==> config.mk <==
export PLATFORM = sky130hd
export DESIGN_NAME = uart_rx_fifo
export DESIGN_NICKNAME = d
export VERILOG_FILES = /design/src/rtl/uart_pkg.sv /design/src/rtl/uart_fifo_mem.sv /design/src/rtl/uart_rx_fifo.sv
export SDC_FILE = /design/constraint.sdc
export NUM_CORES = 1
export LEC_CHECK = 0
export CORE_ASPECT_RATIO = 1.75
export CORE_MARGIN = 5
export CORE_UTILIZATION = 50
export DETAILED_ROUTE_END_ITERATION = 6
export PLACE_DENSITY_LB_ADDON = 0.12
export SLEW_MARGIN = 20
export SYNTH_ARGS = -nofsm -noshare
export SYNTH_HDL_FRONTEND = slang
export SYNTH_SLANG_ARGS = --single-unit
==> constraint.sdc <==
create_clock -name clk -period 3.5 [get_ports clk]
set_input_delay 0.525 -clock clk [delete_from_list [all_inputs] [get_ports clk]]
set_output_delay 0.525 -clock clk [all_outputs]
set_load 0.02 [all_outputs]
==> src/rtl/uart_pkg.sv <==
// Shared UART definitions: error-bit positions, line-format encodings,
// receive FIFO trigger-level encoding and small decode helpers.
package uart_pkg;

   // Bit positions inside the receiver error[2:0] status word.
   localparam int ERR_FRAME   = 2;
   localparam int ERR_PARITY  = 1;
   localparam int ERR_OVERRUN = 0;

   // Parity mode encoding of the line-control register.
   typedef enum logic [2:0] {
      PAR_NONE  = 3'd0,
      PAR_ODD   = 3'd1,
      PAR_EVEN  = 3'd2,
      PAR_MARK  = 3'd3,
      PAR_SPACE = 3'd4
   } parity_e;

   // Character length encoding of the line-control register.
   typedef enum logic [1:0] {
      DBITS_5 = 2'd0,
      DBITS_6 = 2'd1,
      DBITS_7 = 2'd2,
      DBITS_8 = 2'd3
   } data_bits_e;

   // Receive FIFO threshold select.
   typedef enum logic [1:0] {
      TRIG_ONE       = 2'd0,
      TRIG_QUARTER   = 2'd1,
      TRIG_HALF      = 2'd2,
      TRIG_NEAR_FULL = 2'd3
   } trig_level_e;

   // Extract the {frame, parity} pair stored alongside each character.
   function automatic logic [1:0] rx_err_from_status(input logic [2:0] error);
      return {error[ERR_FRAME], error[ERR_PARITY]};
   endfunction

   // Occupancy threshold (in entries) for a trigger level at a given depth.
   function automatic int trig_threshold(input trig_level_e lvl, input int depth);
      int thr;
      case (lvl)
         TRIG_ONE:       thr = 1;
         TRIG_QUARTER:   thr = depth / 4;
         TRIG_HALF:      thr = depth / 2;
         TRIG_NEAR_FULL: thr = depth - 2;
         default:        thr = 1;
      endcase
      return thr;
   endfunction

endpackage

==> src/rtl/uart_fifo_mem.sv <==
// Receive FIFO storage: DEPTH x W register array, one synchronous write
// port and one asynchronous read port. Contents are intentionally not reset.
module uart_fifo_mem
   import uart_pkg::*;
#(
   parameter int DEPTH = 16,
   parameter int W     = 10
) (
   input  logic                     clk,
   input  logic                     we_i,
   input  logic [$clog2(DEPTH)-1:0] waddr_i,
   input  logic [W-1:0]             wdata_i,
   input  logic [$clog2(DEPTH)-1:0] raddr_i,
   output logic [W-1:0]             rdata_o
);

   logic [W-1:0] mem_q [DEPTH];

   // Write the new entry at the write pointer.
   always_ff @(posedge clk) begin
      if (we_i) begin
         mem_q[waddr_i] <= wdata_i;
      end
   end

   assign rdata_o = mem_q[raddr_i];

endmodule

==> src/rtl/uart_rx_fifo.sv <==
// UART receive buffer: circular FIFO of {frame, parity, data} entries in
// first-word-fall-through form, with overrun, threshold and optional
// character-timeout flags.
// Optional feature: define UART_RX_FIFO_TIMEOUT_EN to build the idle-timeout
// counter; otherwise timeout_irq is tied low and timeout_cycles is ignored.
module uart_rx_fifo
   import uart_pkg::*;
#(
   parameter int DEPTH = 16,
   parameter int DW    = 8
) (
   input  logic                   clk,
   input  logic                   rst,
   input  logic                   fifo_en,
   input  logic                   fifo_clr,
   input  logic                   rx_success,
   input  logic [DW-1:0]          rx_data,
   input  logic [1:0]             rx_err,
   input  logic                   rd_en,
   output logic [DW-1:0]          rd_data,
   output logic [1:0]             rd_err,
   output logic                   empty,
   output logic                   fifo_full,
   output logic [$clog2(DEPTH):0] count,
   input  logic [1:0]             trig_level,
   output logic                   thr_irq,
   output logic                   ovr_err,
   input  logic                   ovr_clr,
   input  logic [19:0]            timeout_cycles,
   output logic                   timeout_irq
);

   localparam int AW = $clog2(DEPTH);
   localparam int CW = AW + 1;
   localparam int EW = DW + 2;

   logic [AW-1:0] wr_ptr_q, wr_ptr_d;
   logic [AW-1:0] rd_ptr_q, rd_ptr_d;
   logic [CW-1:0] count_q, count_d;
   logic          empty_q, empty_d;
   logic          full_q, full_d;
   logic          thr_q, thr_d;
   logic          ovr_q, ovr_d;
   logic          fifo_en_q;

   logic          flush_s;
   logic          pop_s;
   logic          wr_s;
   logic          ovr_set_s;
   logic [CW-1:0] cap_s;
   logic [CW-1:0] thr_lvl_s;
   logic [EW-1:0] rdata_s;

   // Qualify the raw strobes: flush beats everything, pops need data,
   // writes need room (a same-cycle pop frees a slot when full).
   always_comb begin
      flush_s   = fifo_clr | (fifo_en ^ fifo_en_q);
      pop_s     = rd_en & ~empty_q & ~flush_s;
      wr_s      = rx_success & ~flush_s & (~full_q | pop_s);
      ovr_set_s = rx_success & ~flush_s & full_q & ~pop_s;
   end

   // Effective capacity and interrupt threshold for the current mode.
   always_comb begin
      if (fifo_en) begin
         cap_s     = CW'(DEPTH);
         thr_lvl_s = CW'(trig_threshold(trig_level_e'(trig_level), DEPTH));
      end else begin
         cap_s     = CW'(1);
         thr_lvl_s = CW'(1);
      end
   end

   // Next pointers, occupancy and the flags derived from the new occupancy.
   always_comb begin
      wr_ptr_d = wr_ptr_q;
      rd_ptr_d = rd_ptr_q;
      count_d  = count_q;
      if (flush_s) begin
         wr_ptr_d = {AW{1'b0}};
         rd_ptr_d = {AW{1'b0}};
         count_d  = {CW{1'b0}};
      end else begin
         if (wr_s) begin
            wr_ptr_d = wr_ptr_q + AW'(1);
         end else begin
            wr_ptr_d = wr_ptr_q;
         end
         if (pop_s) begin
            rd_ptr_d = rd_ptr_q + AW'(1);
         end else begin
            rd_ptr_d = rd_ptr_q;
         end
         case ({wr_s, pop_s})
            2'b10:   count_d = count_q + CW'(1);
            2'b01:   count_d = count_q - CW'(1);
            default: count_d = count_q;
         endcase
      end
      empty_d = (count_d == {CW{1'b0}});
      full_d  = (count_d == cap_s);
      thr_d   = (count_d >= thr_lvl_s);
      if (ovr_set_s) begin
         ovr_d = 1'b1;
      end else if (ovr_clr) begin
         ovr_d = 1'b0;
      end else begin
         ovr_d = ovr_q;
      end
   end

   // Pointer, occupancy and status flag registers.
   always_ff @(posedge clk or posedge rst) begin
      if (rst) begin
         wr_ptr_q  <= {AW{1'b0}};
         rd_ptr_q  <= {AW{1'b0}};
         count_q   <= {CW{1'b0}};
         empty_q   <= 1'b1;
         full_q    <= 1'b0;
         thr_q     <= 1'b0;
         ovr_q     <= 1'b0;
         fifo_en_q <= 1'b0;
      end else begin
         wr_ptr_q  <= wr_ptr_d;
         rd_ptr_q  <= rd_ptr_d;
         count_q   <= count_d;
         empty_q   <= empty_d;
         full_q    <= full_d;
         thr_q     <= thr_d;
         ovr_q     <= ovr_d;
         fifo_en_q <= fifo_en;
      end
   end

   uart_fifo_mem #(
      .DEPTH (DEPTH),
      .W     (EW)
   ) u_mem (
      .clk     (clk),
      .we_i    (wr_s),
      .waddr_i (wr_ptr_q),
      .wdata_i ({rx_err, rx_data}),
      .raddr_i (rd_ptr_q),
      .rdata_o (rdata_s)
   );

   // Head entry is shown only while the buffer holds data.
   always_comb begin
      if (empty_q) begin
         rd_data = {DW{1'b0}};
         rd_err  = 2'b00;
      end else begin
         rd_data = rdata_s[DW-1:0];
         rd_err  = rdata_s[EW-1:DW];
      end
   end

   assign empty     = empty_q;
   assign fifo_full = full_q;
   assign count     = count_q;
   assign thr_irq   = thr_q;
   assign ovr_err   = ovr_q;

`ifdef UART_RX_FIFO_TIMEOUT_EN
   logic [19:0] idle_q, idle_d;
   logic        tmo_q, tmo_d;

   // Idle counter runs while data waits; any FIFO activity restarts it.
   always_comb begin
      idle_d = idle_q;
      tmo_d  = tmo_q;
      if (flush_s | wr_s | pop_s) begin
         idle_d = 20'd0;
         tmo_d  = 1'b0;
      end else if (count_q != {CW{1'b0}}) begin
         if (idle_q != 20'hFFFFF) begin
            idle_d = idle_q + 20'd1;
         end else begin
            idle_d = idle_q;
         end
         if ((timeout_cycles != 20'd0) && (idle_q >= timeout_cycles)) begin
            tmo_d = 1'b1;
         end else begin
            tmo_d = tmo_q;
         end
      end else begin
         idle_d = 20'd0;
         tmo_d  = tmo_q;
      end
   end

   // Idle counter and timeout flag registers.
   always_ff @(posedge clk or posedge rst) begin
      if (rst) begin
         idle_q <= 20'd0;
         tmo_q  <= 1'b0;
      end else begin
         idle_q <= idle_d;
         tmo_q  <= tmo_d;
      end
   end

   assign timeout_irq = tmo_q;
`else
   logic unused_timeout_s;
   assign unused_timeout_s = ^timeout_cycles;
   assign timeout_irq      = 1'b0;
`endif

endmodule

==> flow_summary.toml <==
[clock_network]
cts_made_buffers = 17
clockBufferDepth = 2
clk_pin_slew_ns = 0.07
cts-htree-levels = 4
cts.sinks = 178
clock_latency_ns = 0.42
tritoncts = "done"
root_buffer = "clkbuf_16"

[logic_synthesis]
yosysSeqAreaShare = 0.717
syn-cell-area_um2 = 7330
synth_area_leaders = "edfxtp_1 66%, mux4_2 15%, dfrtp_1 5.8%, ha_1 1.9%, nor2b_1 1.2%"
postSynthAreaPerCell_um2 = 18.9
synthAdderAreaFrac = 0.0188
synth_top_area_share = 0.655
yosys.area_share.simple = 0.0536
syn_nets = 437
synth_seq_cells = 178
synthCells = 387
yosys_warnings = 0
synth.area.mux_share = 0.158
synth_compound_area_frac = 0.0196
synth_edf_count = 160
synth_flop_cell = "edfxtp_1"
synth-xor-area-share = 0.0131
synth_top_area_cell = "edfxtp_1"
synth.distinct_cells = 34
synth_top_family_by_area = "multiplexers"
ys_async_sr_fraction = 0.101

[cells_and_area]
num-fill-cells = 1032
seqCellArea_um2 = 5260
antennaDiodeCount = 0
multiInputGateArea_um2 = 2000
final_cell_mix = "160 x edfxtp_1, 50 x mux4_2, 48 x buf_4, 37 x clkdlybuf4s50_1, 19 x nor2_1"
fin_cells = 665
drive_gt1_frac = 0.307
final_util = 0.622
nNetsFinal = 523
final_common_cell = "edfxtp_1"
syn2layout_area_growth_pct = 21.9

[setup_path]
path_depth = 5
path_buf_inv = 2
cp_slowest_stage_delay_ns = 0.55
cp.arrival_ns = 2.83
end_kind = "output pin"
path_class = "flip-flop to output pin"
timing.reg2reg.setup_slack_ns = 0.48
slowest_stage = "mux4_2"
critPathMaxFanout = 18
critical-path-top-delay-family = "multiplexers"
r2r_cells = 15
required_ns = 2.97
r2r-end = "thr_irq$_DFF_PP0_"
cp_common_cell = "mux4_2"
rr_startpoint = "fifo_en_q$_DFF_PP0_"
start_kind = "flip-flop"
cp_cell_sequence = "buf_12 > mux4_2 > mux4_2 > nor2b_1 > clkdlybuf4s50_1"

[placed_design]
dp.cells = 630
gp_congestion = 0.806
post-place-ws_ns = -0.137
dpl.hpwl_um = 10400
place.port_buffers = 37

[floorplan]
num_rows = 58
io_pins = 59
dieWidth_um = 102
start_util = 0.510
core-area_um2 = 14400
die_y_um = 170
dieArea_um2 = 17300

[timing]
worst_pin_slew_ns = 0.751
fin_ws_ns = 0.146
drv_slew = 0
timing.fmax_ghz = 0.298
finalSetupViolCount = 0
rsz0062_at_grt = "false"
maxSlewHeadroom = 0.499
skew_ns = 0.00883
finalHoldViolations = 0
fin_crit_sh = 0.958
period_minus_slack_ns = 3.35

[job]
maxCapViolCount = 0

[pwr]
leakage_uw = 0.00301
report.power.total_uw = 4450
vdd.ir_drop.worst_v = 0.000388
powerDensity_nw_per_um2 = 497

[global_route]
grt_pass1_wl_um = 23400
antenna_found_initial = 0
grt_max_degree = 26
grt_use_total = 0.190
globalRoute.totalOverflow = 0
grt_pass1_vias = 4145

[min_path]
hp-class = "input port to async pin"

[drt]
remaining_drc_errors = 0
routed_wl_um = 15500
via_per_inst = 5.76
drtIter0Drc = 331
via_count = 3829
wl_per_cell_um = 23.2
firstDrtPassIters = 4
ant_nets = 0

[run_status]
status = "completed"
==> layout make-up <==
type                            count  share of cell area
Clock inverter                     14              0.0218
Inverter                           12             0.00504
Timing Repair Buffer               88              0.0885
Clock buffer                       17              0.0476
Sequential cell                   178               0.589
Tap cell                          180              0.0252
Multi-Input combinational cell    176               0.223
==> layer usage <==
layer	GRT usage	vias up	wire length, µm
met3	0.0402	20	589
met1	0.212	1993	5580
met2	0.346	101	8860
li1	-	1715	-
met4	0.0799	0	426
met5	0	-	0
==> through the flow <==
stage	hold slack, ns	instance area (µm²)	TNS, ns
2_1_floorplan	0.463	7330	0
6_report	0.534	8940	0
3_3_place_gp	0.522	8290	-0.0719
4_1_cts	0.541	8910	0
3_5_place_dp	0.526	8290	-0.309
5_1_grt	0.582	8940	0
==> how the worst max path moves through the flow <==
stage,to,startpoint,slack (ns)
after floorplan,fifo_full$_DFF_PP0_,fifo_en,0.08
after global placement,thr_irq$_DFF_PP0_,fifo_en,-0.05
after detailed placement,fifo_full$_DFF_PP0_,fifo_en,-0.14
after CTS,rd_data[6],rd_ptr_q[0]$_DFFE_PP0P_,0.0003
after global routing,rd_data[6],rd_ptr_q[0]$_DFFE_PP0P_,0.05
final,rd_data[7],rd_ptr_q[0]$_DFFE_PP0P_,0.15
==> what timing repair did <==
action | in CTS | in global routing
setup endpoints to repair | 5 | 9
resized for setup | 1 | 0
setup buffers | 0 | 4
pin swaps | 0 | 0
hold buffers | 0 | 0
==> state kept, by name, indices dropped and copies added, names as in the netlist <==
signal,cells
ovr_err,1
wr_ptr_q,4
u_mem.mem_q,160
empty,1
count,5
fifo_full,1
thr_irq,1
fifo_en_q,1
rd_ptr_q,4
==> cell usage after synthesis (all sizes together), types with 2 or more instances <==
library cell,number
nand2,12
nor2b,14
buf,8
nor4,4
nand4,3
clkbuf,13
nor2,19
nand2b,4
ha,11
dfrtp,17
xor2,8
mux4,50
inv,12
a21o,2
edfxtp,160
nand3,7
nand3b,2
mux2i,3
nor3,9
a21oi,9
o21ai,4
and3,4
xnor2,3
==> kinds of logic after synthesis <==
logic type	count (synthesis)
fa+ha+maj	11
compound gates	22
buf+inv	33
simple gates	78
other cells	1
xor+xnor	11
mux	53
flops	178
==> report_power, final <==
part           switching, µW  leakage (µW)  internal [µW]
logic                   82.4       0.00104           64.3
clock network            823      0.000294           1150
registers               4.68       0.00168           2320
(Power assumes the default switching activity.)
